===== src/rtl/loader_pkg.sv =====
// Shared types and constants for the boot-time instruction loader.
// The CHECK state exists only when LOADER_CHECKSUM_EN is defined.
package loader_pkg;

    localparam logic [31:0] END_WORD_DEFAULT = 32'hFFFF_FFFF;
    localparam int unsigned BYTE_IDX_W       = 2;

`ifdef LOADER_CHECKSUM_EN
    typedef enum logic [2:0] {
        StLoad,
        StWrite,
        StDone,
        StErr,
        StCheck
    } loader_state_t;
`else
    typedef enum logic [1:0] {
        StLoad,
        StWrite,
        StDone,
        StErr
    } loader_state_t;
`endif

endpackage


===== src/rtl/inst_loader_if.sv =====
// Byte-stream input, instruction-RAM write port and status outputs of the loader.
// Signal set is identical with or without LOADER_CHECKSUM_EN.
interface inst_loader_if #(
    parameter int unsigned ADDR_W = 9
);
    logic              in_valid;
    logic [7:0]        in_byte;
    logic              in_ready;
    logic              imem_we;
    logic [ADDR_W-1:0] imem_addr;
    logic [31:0]       imem_wdata;
    logic              cpu_reset;
    logic              done;
    logic              error;
    logic [ADDR_W:0]   word_count;

    // Loader side.
    modport slave (
        input  in_valid,
        input  in_byte,
        output in_ready,
        output imem_we,
        output imem_addr,
        output imem_wdata,
        output cpu_reset,
        output done,
        output error,
        output word_count
    );

    // Program source / observer side.
    modport master (
        output in_valid,
        output in_byte,
        input  in_ready,
        input  imem_we,
        input  imem_addr,
        input  imem_wdata,
        input  cpu_reset,
        input  done,
        input  error,
        input  word_count
    );
endinterface


===== src/rtl/word_packer.sv =====
// Packs accepted bytes big-endian into 32-bit words and flags the byte that completes a word.
// Behaviour is the same with or without LOADER_CHECKSUM_EN.
module word_packer
    import loader_pkg::*;
(
    input  logic        clk_i,
    input  logic        rst_i,
    input  logic        accept_i,
    input  logic [7:0]  byte_i,
    output logic [31:0] word_o,
    output logic        word_done_o
);
    logic [BYTE_IDX_W-1:0] byte_idx_d, byte_idx_q;
    // Only three bytes need storing; the fourth arrives on the completing cycle.
    logic [23:0]           word_d, word_q;

    assign word_o      = {word_q, byte_i};
    assign word_done_o = accept_i && (byte_idx_q == '1);

    always_comb begin
        byte_idx_d = byte_idx_q;
        word_d     = word_q;
        if (accept_i) begin
            byte_idx_d = byte_idx_q + BYTE_IDX_W'(1);
            word_d     = word_o[23:0];
        end
    end

    always_ff @(posedge clk_i) begin
        if (rst_i) begin
            byte_idx_q <= '0;
            word_q     <= '0;
        end else begin
            byte_idx_q <= byte_idx_d;
            word_q     <= word_d;
        end
    end

endmodule


===== src/rtl/inst_loader.sv =====
// Boot-time program loader: packs a byte stream into instruction-RAM writes and holds the CPU
// in reset until the end-of-program word is written. LOADER_CHECKSUM_EN adds an XOR check byte.
module inst_loader
    import loader_pkg::*;
#(
    parameter int unsigned ADDR_W   = 9,
    parameter logic [31:0] END_WORD = END_WORD_DEFAULT
) (
    input logic          CLOCK,
    input logic          RESET,
    inst_loader_if.slave bus
);
    localparam logic [ADDR_W-1:0] AddrMax = '1;

    loader_state_t     state_d, state_q;
    logic [ADDR_W-1:0] addr_d, addr_q;
    logic [ADDR_W:0]   word_count_d, word_count_q;
    logic              imem_we_d, imem_we_q;
    logic [ADDR_W-1:0] imem_addr_d, imem_addr_q;
    logic [31:0]       imem_wdata_d, imem_wdata_q;

    logic              in_ready;
    logic              cpu_reset;
    logic              done;
    logic              error;
    logic              pack_accept;
    logic [31:0]       pack_word;
    logic              pack_done;

`ifdef LOADER_CHECKSUM_EN
    logic [7:0]        csum_d, csum_q;
`endif

    word_packer u_word_packer (
        .clk_i       (CLOCK),
        .rst_i       (RESET),
        .accept_i    (pack_accept),
        .byte_i      (bus.in_byte),
        .word_o      (pack_word),
        .word_done_o (pack_done)
    );

    always_comb begin
        state_d      = state_q;
        addr_d       = addr_q;
        word_count_d = word_count_q;
        imem_we_d    = 1'b0;
        imem_addr_d  = imem_addr_q;
        imem_wdata_d = imem_wdata_q;
        in_ready     = 1'b0;
        cpu_reset    = 1'b1;
        done         = 1'b0;
        error        = 1'b0;
        pack_accept  = 1'b0;
`ifdef LOADER_CHECKSUM_EN
        csum_d       = csum_q;
`endif

        case (state_q)
            StLoad: begin
                in_ready    = 1'b1;
                pack_accept = bus.in_valid;
`ifdef LOADER_CHECKSUM_EN
                if (pack_accept) begin
                    csum_d = csum_q ^ bus.in_byte;
                end
`endif
                // Write strobe, address and data are registered so they launch together.
                if (pack_done) begin
                    state_d      = StWrite;
                    imem_we_d    = 1'b1;
                    imem_addr_d  = addr_q;
                    imem_wdata_d = pack_word;
                end
            end
            StWrite: begin
                word_count_d = word_count_q + (ADDR_W + 1)'(1);
                if (imem_wdata_q == END_WORD) begin
`ifdef LOADER_CHECKSUM_EN
                    state_d = StCheck;
`else
                    state_d = StDone;
`endif
                end else if (addr_q == AddrMax) begin
                    state_d = StErr;
                end else begin
                    addr_d  = addr_q + ADDR_W'(1);
                    state_d = StLoad;
                end
            end
            StDone: begin
                cpu_reset = 1'b0;
                done      = 1'b1;
            end
            StErr: begin
                error = 1'b1;
            end
`ifdef LOADER_CHECKSUM_EN
            StCheck: begin
                in_ready = 1'b1;
                if (bus.in_valid) begin
                    state_d = (bus.in_byte == csum_q) ? StDone : StErr;
                end
            end
`endif
            default: begin
                state_d = StErr;
            end
        endcase
    end

    always_ff @(posedge CLOCK) begin
        if (RESET) begin
            state_q      <= StLoad;
            addr_q       <= '0;
            word_count_q <= '0;
            imem_we_q    <= 1'b0;
            imem_addr_q  <= '0;
            imem_wdata_q <= '0;
`ifdef LOADER_CHECKSUM_EN
            csum_q       <= '0;
`endif
        end else begin
            state_q      <= state_d;
            addr_q       <= addr_d;
            word_count_q <= word_count_d;
            imem_we_q    <= imem_we_d;
            imem_addr_q  <= imem_addr_d;
            imem_wdata_q <= imem_wdata_d;
`ifdef LOADER_CHECKSUM_EN
            csum_q       <= csum_d;
`endif
        end
    end

    assign bus.in_ready   = in_ready;
    assign bus.imem_we    = imem_we_q;
    assign bus.imem_addr  = imem_addr_q;
    assign bus.imem_wdata = imem_wdata_q;
    assign bus.cpu_reset  = cpu_reset;
    assign bus.done       = done;
    assign bus.error      = error;
    assign bus.word_count = word_count_q;

endmodule


===== src/flat_wrapper.sv =====
// flat-port wrapper written by rule: the top's interface ports become plain ports
module inst_loader_flat import loader_pkg::*;
#(
    parameter int unsigned ADDR_W   = 9,
    parameter logic [31:0] END_WORD = END_WORD_DEFAULT
)
  (CLOCK, RESET, bus_in_valid, bus_in_byte, bus_in_ready, bus_imem_we, bus_imem_addr, bus_imem_wdata, bus_cpu_reset, bus_done, bus_error, bus_word_count);
  inst_loader_if #(.ADDR_W(ADDR_W)) bus_i ();
  input logic CLOCK;
  input logic RESET;
  input wire logic [$bits(bus_i.in_valid)-1:0] bus_in_valid;
  input wire logic [$bits(bus_i.in_byte)-1:0] bus_in_byte;
  output wire logic [$bits(bus_i.in_ready)-1:0] bus_in_ready;
  output wire logic [$bits(bus_i.imem_we)-1:0] bus_imem_we;
  output wire logic [$bits(bus_i.imem_addr)-1:0] bus_imem_addr;
  output wire logic [$bits(bus_i.imem_wdata)-1:0] bus_imem_wdata;
  output wire logic [$bits(bus_i.cpu_reset)-1:0] bus_cpu_reset;
  output wire logic [$bits(bus_i.done)-1:0] bus_done;
  output wire logic [$bits(bus_i.error)-1:0] bus_error;
  output wire logic [$bits(bus_i.word_count)-1:0] bus_word_count;
  assign bus_i.in_valid = bus_in_valid;
  assign bus_i.in_byte = bus_in_byte;
  assign bus_in_ready = bus_i.in_ready;
  assign bus_imem_we = bus_i.imem_we;
  assign bus_imem_addr = bus_i.imem_addr;
  assign bus_imem_wdata = bus_i.imem_wdata;
  assign bus_cpu_reset = bus_i.cpu_reset;
  assign bus_done = bus_i.done;
  assign bus_error = bus_i.error;
  assign bus_word_count = bus_i.word_count;
  inst_loader #(.ADDR_W(ADDR_W), .END_WORD(END_WORD)) u_core (.CLOCK(CLOCK), .RESET(RESET), .bus(bus_i));
endmodule

===== config.mk =====
export PLATFORM = sky130hd
export DESIGN_NAME = inst_loader_flat
export DESIGN_NICKNAME = d
export VERILOG_FILES = /design/src/rtl/loader_pkg.sv /design/src/rtl/inst_loader_if.sv /design/src/rtl/word_packer.sv /design/src/rtl/inst_loader.sv /design/src/flat_wrapper.sv
export SDC_FILE = /design/constraint.sdc
export NUM_CORES = 1
export LEC_CHECK = 0
export ABC_AREA = 1
export BUFFER_PORTS_ARGS = -buffer_cell sky130_fd_sc_hd__buf_2
export CORE_ASPECT_RATIO = 1.5
export CORE_MARGIN = 2
export CORE_UTILIZATION = 55
export CTS_CLUSTER_SIZE = 40
export DETAILED_ROUTE_END_ITERATION = 6
export HOLD_SLACK_MARGIN = 0.12
export MAX_ROUTING_LAYER = met4
export PLACE_DENSITY = 0.79
export SYNTH_ARGS = -nofsm -noshare
export SYNTH_HDL_FRONTEND = slang
export SYNTH_SLANG_ARGS = --single-unit

===== constraint.sdc =====
create_clock -name CLOCK -period 2.7 [get_ports CLOCK]
set_clock_uncertainty 0.2 [all_clocks]
set_input_delay 0.675 -clock CLOCK [delete_from_list [all_inputs] [get_ports CLOCK]]
set_output_delay 0.675 -clock CLOCK [all_outputs]
set_load 0.005 [all_outputs]

# Word level (Yosys, flattened, before mapping)
# Cells that the tools add are included.
dict set report op_classes {
  n_addsub 3
  n_eq_ne 7
  mux 10
  bitwise_logic 3
  reduce_logical 7
}
# operator n
set ops {}
lappend ops {{32-bit equality test (second input constant)} 1}
lappend ops {{10-bit by 1-bit adder with 10-bit output (second input constant)} 1}
lappend ops {{9-bit by 1-bit adder with 9-bit output (second input constant)} 1}
lappend ops {{9-bit equality test (second input constant)} 1}
lappend ops {{2-bit equality test (second input constant)} 3}
lappend ops {{1-bit 2-to-1 mux} 6}
lappend ops {{2-bit 2-to-1 mux} 3}
lappend ops {{2-bit one-hot mux with 2 select lines} 1}
lappend ops {{2-bit AND reduction} 2}
lappend ops {{1-bit inverter} 3}
lappend ops {{3-bit AND reduction} 1}
lappend ops {{2-bit by 1-bit adder with 2-bit output (second input constant)} 1}
lappend ops {{2-bit by 1-bit equality test with 1-bit output (second input constant)} 1}
lappend ops {{2-bit logical NOT} 1}
lappend ops {{2-bit by 1-bit != test with 1-bit output (second input constant)} 1}
lappend ops {{2-bit nonzero test} 1}
lappend ops {{2-bit OR reduction} 1}
lappend ops {{1-bit logical AND} 1}
dict set report word_totals {
  regBits 89
  in_bits 11
  output_inout_bits 56
  elab_cells 38
}

# Logic depth before layout (Yosys ltp)
dict set report logic_depth {
  depth_word 5
  mapped_depth 12
  mapped_depth_nobuf 11
}

# By module
# A second synthesis with hierarchy kept.
dict set report unflattened {
  hier_cells 531
  area_unflattened_um2 3751.1
}
# module instances cells_each area_each_um2
set by_module_without_submodules {}
lappend by_module_without_submodules {inst_loader 1 356 2553.7}
lappend by_module_without_submodules {word_packer 1 175 1197.4}

# Worst setup path after synthesis
# Ideal clock, no wire load.
dict set report synth_path {
  path_type {register to register}
  start {register u_core.addr_q[0]}
  end {register u_core.addr_q[0]}
  setup_ns 0.128
  arrival_ns 1.550
  required_ns 2.372
  setup_slack_ns 0.822
  path_stages_with_launch 12
  n_path_buf 1
  synth_period_minus_slack_ns 1.878
  cell_sequence {dfxtp_1 > ha_1 > nand2_1 > inv_1 > nand3_1 > nor2_1 > ha_1 > inv_1 > clkbuf_1 > nand4_1 > nand2_1 > nor2_1}
}
dict set report synth_via {
  elab_chain_cells 3
  elab_cells_between_ends 4
  cone_classes {add/sub (1); eq/ne (1); bitwise (1); reduce/logical (1)}
}
# element line_no
set synth_rtl {}
lappend synth_rtl {{start, declared} inst_loader.sv:16} ;# logic [ADDR_W-1:0] addr_d, addr_q;
lappend synth_rtl {{start signal, assigned} inst_loader.sv:125} ;# addr_q <= addr_d;
lappend synth_rtl {{branches (longest 3 deep; another with 9-bit by 1-bit adder with 9-bit output)} --}
# Parallel ways; which one is timed is not known.
# A chain may end at the register's enable or synchronous reset.

# Final worst setup path
dict set report layout_path {
  start {register u_core.addr_q[0]}
  end {register u_core.addr_q[8]}
}
# Same word-level chain as after synthesis.

==> results.py <==
metrics = {
    "clock_tree": {
        "cts_tree": "done",
        "post_cts_buffers": 0,
        "holdBufCountCts": 0,
        "cts_buffers": 9,
        "cts-root-buf": "clkbuf_8",
        "clkTransAtPathRegs_ns": 0.09,
        "clock_path_buffers": 2,
        "postCtsResizedCells": 0,
        "clock_sinks": 89,
        "htreeDepth": 3,
        "worstSkewPairLatency_ns": 0.37,
    },
    "critical_path": {
        "max_stage_delay_ns": 0.35,
        "reg2reg_depth": 11,
        "endpoint_kind": "register",
        "start_kind": "register",
        "critPathArrivalTime_ns": 2.38,
        "worstSetupPathType": "register to register",
        "crit_chain": "ha_1 -> nand2_1 -> inv_1 -> nand3_1 -> nor2_1 -> ha_1 -> inv_1 -> nand3_1 -> nand2_1 -> nand2_1 -> nor2_1",
        "crit_top_cell": "nand2_1",
        "crit_fanout": 12,
        "crit_required_ns": 2.80,
        "rrSetupSlack_ns": 0.42,
        "r2r_end": "u_core.addr_q[8]$_SDFFE_PP0P_",
        "crit_slowest_cell": "dfxtp_1",
        "regToRegStartpoint": "u_core.addr_q[0]$_SDFFE_PP0P_",
    },
    "yosys": {
        "synth_warnings": 0,
        "synth.distinct_cells": 30,
        "syn_avg_cell_area_um2": 7.52,
        "synth-edff-count": 0,
        "dominantRegCellSynth": "dfxtp_1",
        "syn_inst": 475,
        "syn_nets": 490,
        "async_reset_ff_frac": 0,
        "netlist_area_mm2": 0.00357,
        "synth.ff_latch_count": 89,
        "synth-seq-area-share": 0.499,
    },
    "timing": {
        "fin_setup_tns_ns": 0,
        "relSlewSlack": 0.620,
        "setup_ws_ns": 0.417,
        "worst_pin_slew_ns": 0.569,
        "max_freq_mhz": 438,
        "period_share": 0.846,
        "hold_violations": 0,
        "setup_viol": 0,
        "maxSlewViolCount": 0,
        "layout_min_cycle_time_ns": 2.28,
        "rsz0062_at_grt": "no",
    },
    "place": {
        "gp_congestion": 0.870,
        "dp_slack_ns": 0.449,
        "numPortBuffers": 66,
        "placed_cell_area_mm2": 0.00392,
        "dpl.hpwl_mm": 5.43,
    },
    "pwr": {
        "p_leak_nw": 1.80,
        "pwr-share-comb": 0.060,
        "power_frac_clock": 0.380,
        "p_int_mw": 1.88,
        "power_frac_seq": 0.561,
        "p_switching_mw": 0.582,
        "cellPowerDensity_mw_per_mm2": 598,
        "peakVddDrop_mv": 0.469,
        "power.share.switching": 0.236,
    },
    "floorplan": {
        "rows": 36,
        "num_io_pins": 67,
        "die_h_um": 103,
        "die_width_um": 69.8,
        "die_area_mm2": 0.00717,
        "start_util": 0.559,
        "design.core.area_mm2": 0.00640,
    },
    "global_route": {
        "grt_use_total": 0.235,
        "grt_pass1_wl_mm": 12.8,
        "gr-total-overflow": 0,
        "grt_max_degree": 51,
        "antenna_found_initial": 0,
        "grt_pass1_vias": 2823,
    },
    "detailed_routing": {
        "initialDrtViolationCount": 179,
        "vias": 3142,
        "dr.pass1.iters": 5,
        "drc": 0,
        "antenna_left": 0,
        "wl_per_cell_um": 12.8,
        "vias_per_cell": 5.12,
        "route.final.wire_length_mm": 7.84,
    },
    "min_path": {
        "whs_endpoint": "u_core.bus.imem_wdata[28]$_SDFFE_PP0P_",
        "hold_path_class": "register to register",
        "hold_path_depth": 2,
        "hold_start": "u_core.u_word_packer.word_q[20]$_SDFFE_PP0P_",
    },
    "finish": {
        "final_util": 0.645,
        "n_antenna_cell": 0,
        "nets": 548,
        "drive_above_1_share": 0.195,
        "design_area_mm2": 0.00412,
        "syn2layout_area_growth_pct": 15.4,
    },
    "flow_run": {
        "cap_viol_max_count": 0,
    },
    "outcome": {
        "status": "finished clean",
    },
}
cell families (layout without fill, tap and decap cells):
| kind of cell | Yosys count | after routing | synth area share |
|---|---|---|---|
| fa+ha+maj | 4 | 4 | 0.0140 |
| simple gates | 226 | 226 | 0.269 |
| flops | 89 | 89 | 0.499 |
| xor+xnor | 3 | 3 | 0.00735 |
| compound gates | 94 | 94 | 0.137 |
| buf+inv | 59 | 122 | 0.0746 |
critical path: cells and delay by family (launching register included):
kind                       cells  cell delay (ns)
and+or+nand+nor                7             0.90
buffers and inverters          2             0.37
adders and majority gates      2             0.41
DFF                            1             0.35
power groups by stage:
stage	clock network [mW]	registers, mW	logic (mW)
2_1_floorplan	0	1.41	0.103
3_3_place_gp	0	1.41	0.144
3_5_place_dp	0	1.41	0.148
4_1_cts	0.945	1.38	0.148
5_1_grt	0.999	1.39	0.169
6_report	0.937	1.38	0.147
final cells by class:
| cell class | instances | area [um^2] |
|---|---|---|
| fill | 587 | 2270 |
| sequential | 89 | 1780 |
| multi-input combinational | 327 | 1530 |
| timing repair buffer | 70 | 373 |
| clock buffer | 12 | 155 |
| inverter | 36 | 143 |
| tap | 76 | 95.1 |
| clock inverter | 4 | 51.3 |
layout by cell type, fill, tap and decap left out, drive strengths merged:
cell type | netlist | final
a211oi | 2 | 2
a21oi | 50 | 50
buf | 10 | 70
bufinv | 0 | 1
clkbuf | 13 | 12
clkinv | 1 | 3
clkinvlp | 0 | 1
dfxtp | 89 | 89
ha | 4 | 4
inv | 35 | 35
nand2 | 123 | 123
nand3 | 13 | 13
nand4 | 7 | 7
nor2 | 80 | 80
nor3 | 2 | 2
nor3b | 1 | 1
o21ai | 41 | 41
o21bai | 1 | 1
xor2 | 3 | 3
state kept, by name (all words and copies together) (netlist names):
name / count
u_core.bus.imem_addr: 9
u_core.bus.imem_we: 1
u_core.u_word_packer.byte_idx_q: 2
u_core.state_q: 2
u_core.u_word_packer.word_q: 24
u_core.addr_q: 9
u_core.bus.imem_wdata: 32
u_core.bus.word_count: 10
synthesized netlist by cell type, types with 4 or more instances:
| library cell | instances | area, um^2 |
|---|---|---|
| nand2_1 | 120 | 450 |
| nand4_1 | 6 | 37.5 |
| inv_1 | 32 | 120 |
| a21oi_1 | 50 | 250 |
| clkbuf_1 | 13 | 48.8 |
| o21ai_0 | 27 | 135 |
| ha_1 | 4 | 50.1 |
| buf_2 | 6 | 30.0 |
| buf_6 | 4 | 45.0 |
| nor2_1 | 76 | 285 |
| nand3_1 | 10 | 50.1 |
| o21ai_1 | 11 | 55.1 |
| dfxtp_1 | 89 | 1780 |
per-layer routing:
metal / vias up / global-route usage / routed length [um]
met5: - / - / 0
met4: 0 / 0.111 / 182
met3: 15 / 0.0420 / 283
met2: 64 / 0.414 / 4070
li1: 1631 / - / -
met1: 1432 / 0.257 / 3300
how the worst max path moves through the flow:
stage,start,end,cells after the start
2_1_floorplan,u_core.addr_q[0]$_SDFFE_PP0P_,u_core.addr_q[0]$_SDFFE_PP0P_,11
3_3_place_gp,u_core.addr_q[0]$_SDFFE_PP0P_,u_core.addr_q[1]$_SDFFE_PP0P_,10
3_5_place_dp,u_core.addr_q[0]$_SDFFE_PP0P_,u_core.addr_q[8]$_SDFFE_PP0P_,10
4_1_cts,u_core.addr_q[0]$_SDFFE_PP0P_,u_core.addr_q[8]$_SDFFE_PP0P_,11
5_1_grt,u_core.addr_q[0]$_SDFFE_PP0P_,u_core.addr_q[2]$_SDFFE_PP0P_,11
6_report,u_core.addr_q[0]$_SDFFE_PP0P_,u_core.addr_q[8]$_SDFFE_PP0P_,11
per-stage QoR:
step / hold WS [ns] / power, mW / std cells
final: 0.272 / 2.47 / 614
after global routing: 0.296 / 2.56 / 614
after CTS: 0.272 / 2.48 / 614
after detailed placement: 0.261 / 1.56 / 598
after global placement: 0.255 / 1.56 / 598
after floorplan: 0.236 / 1.51 / 475
No activity file was read; power rests on OpenSTA's default activity.
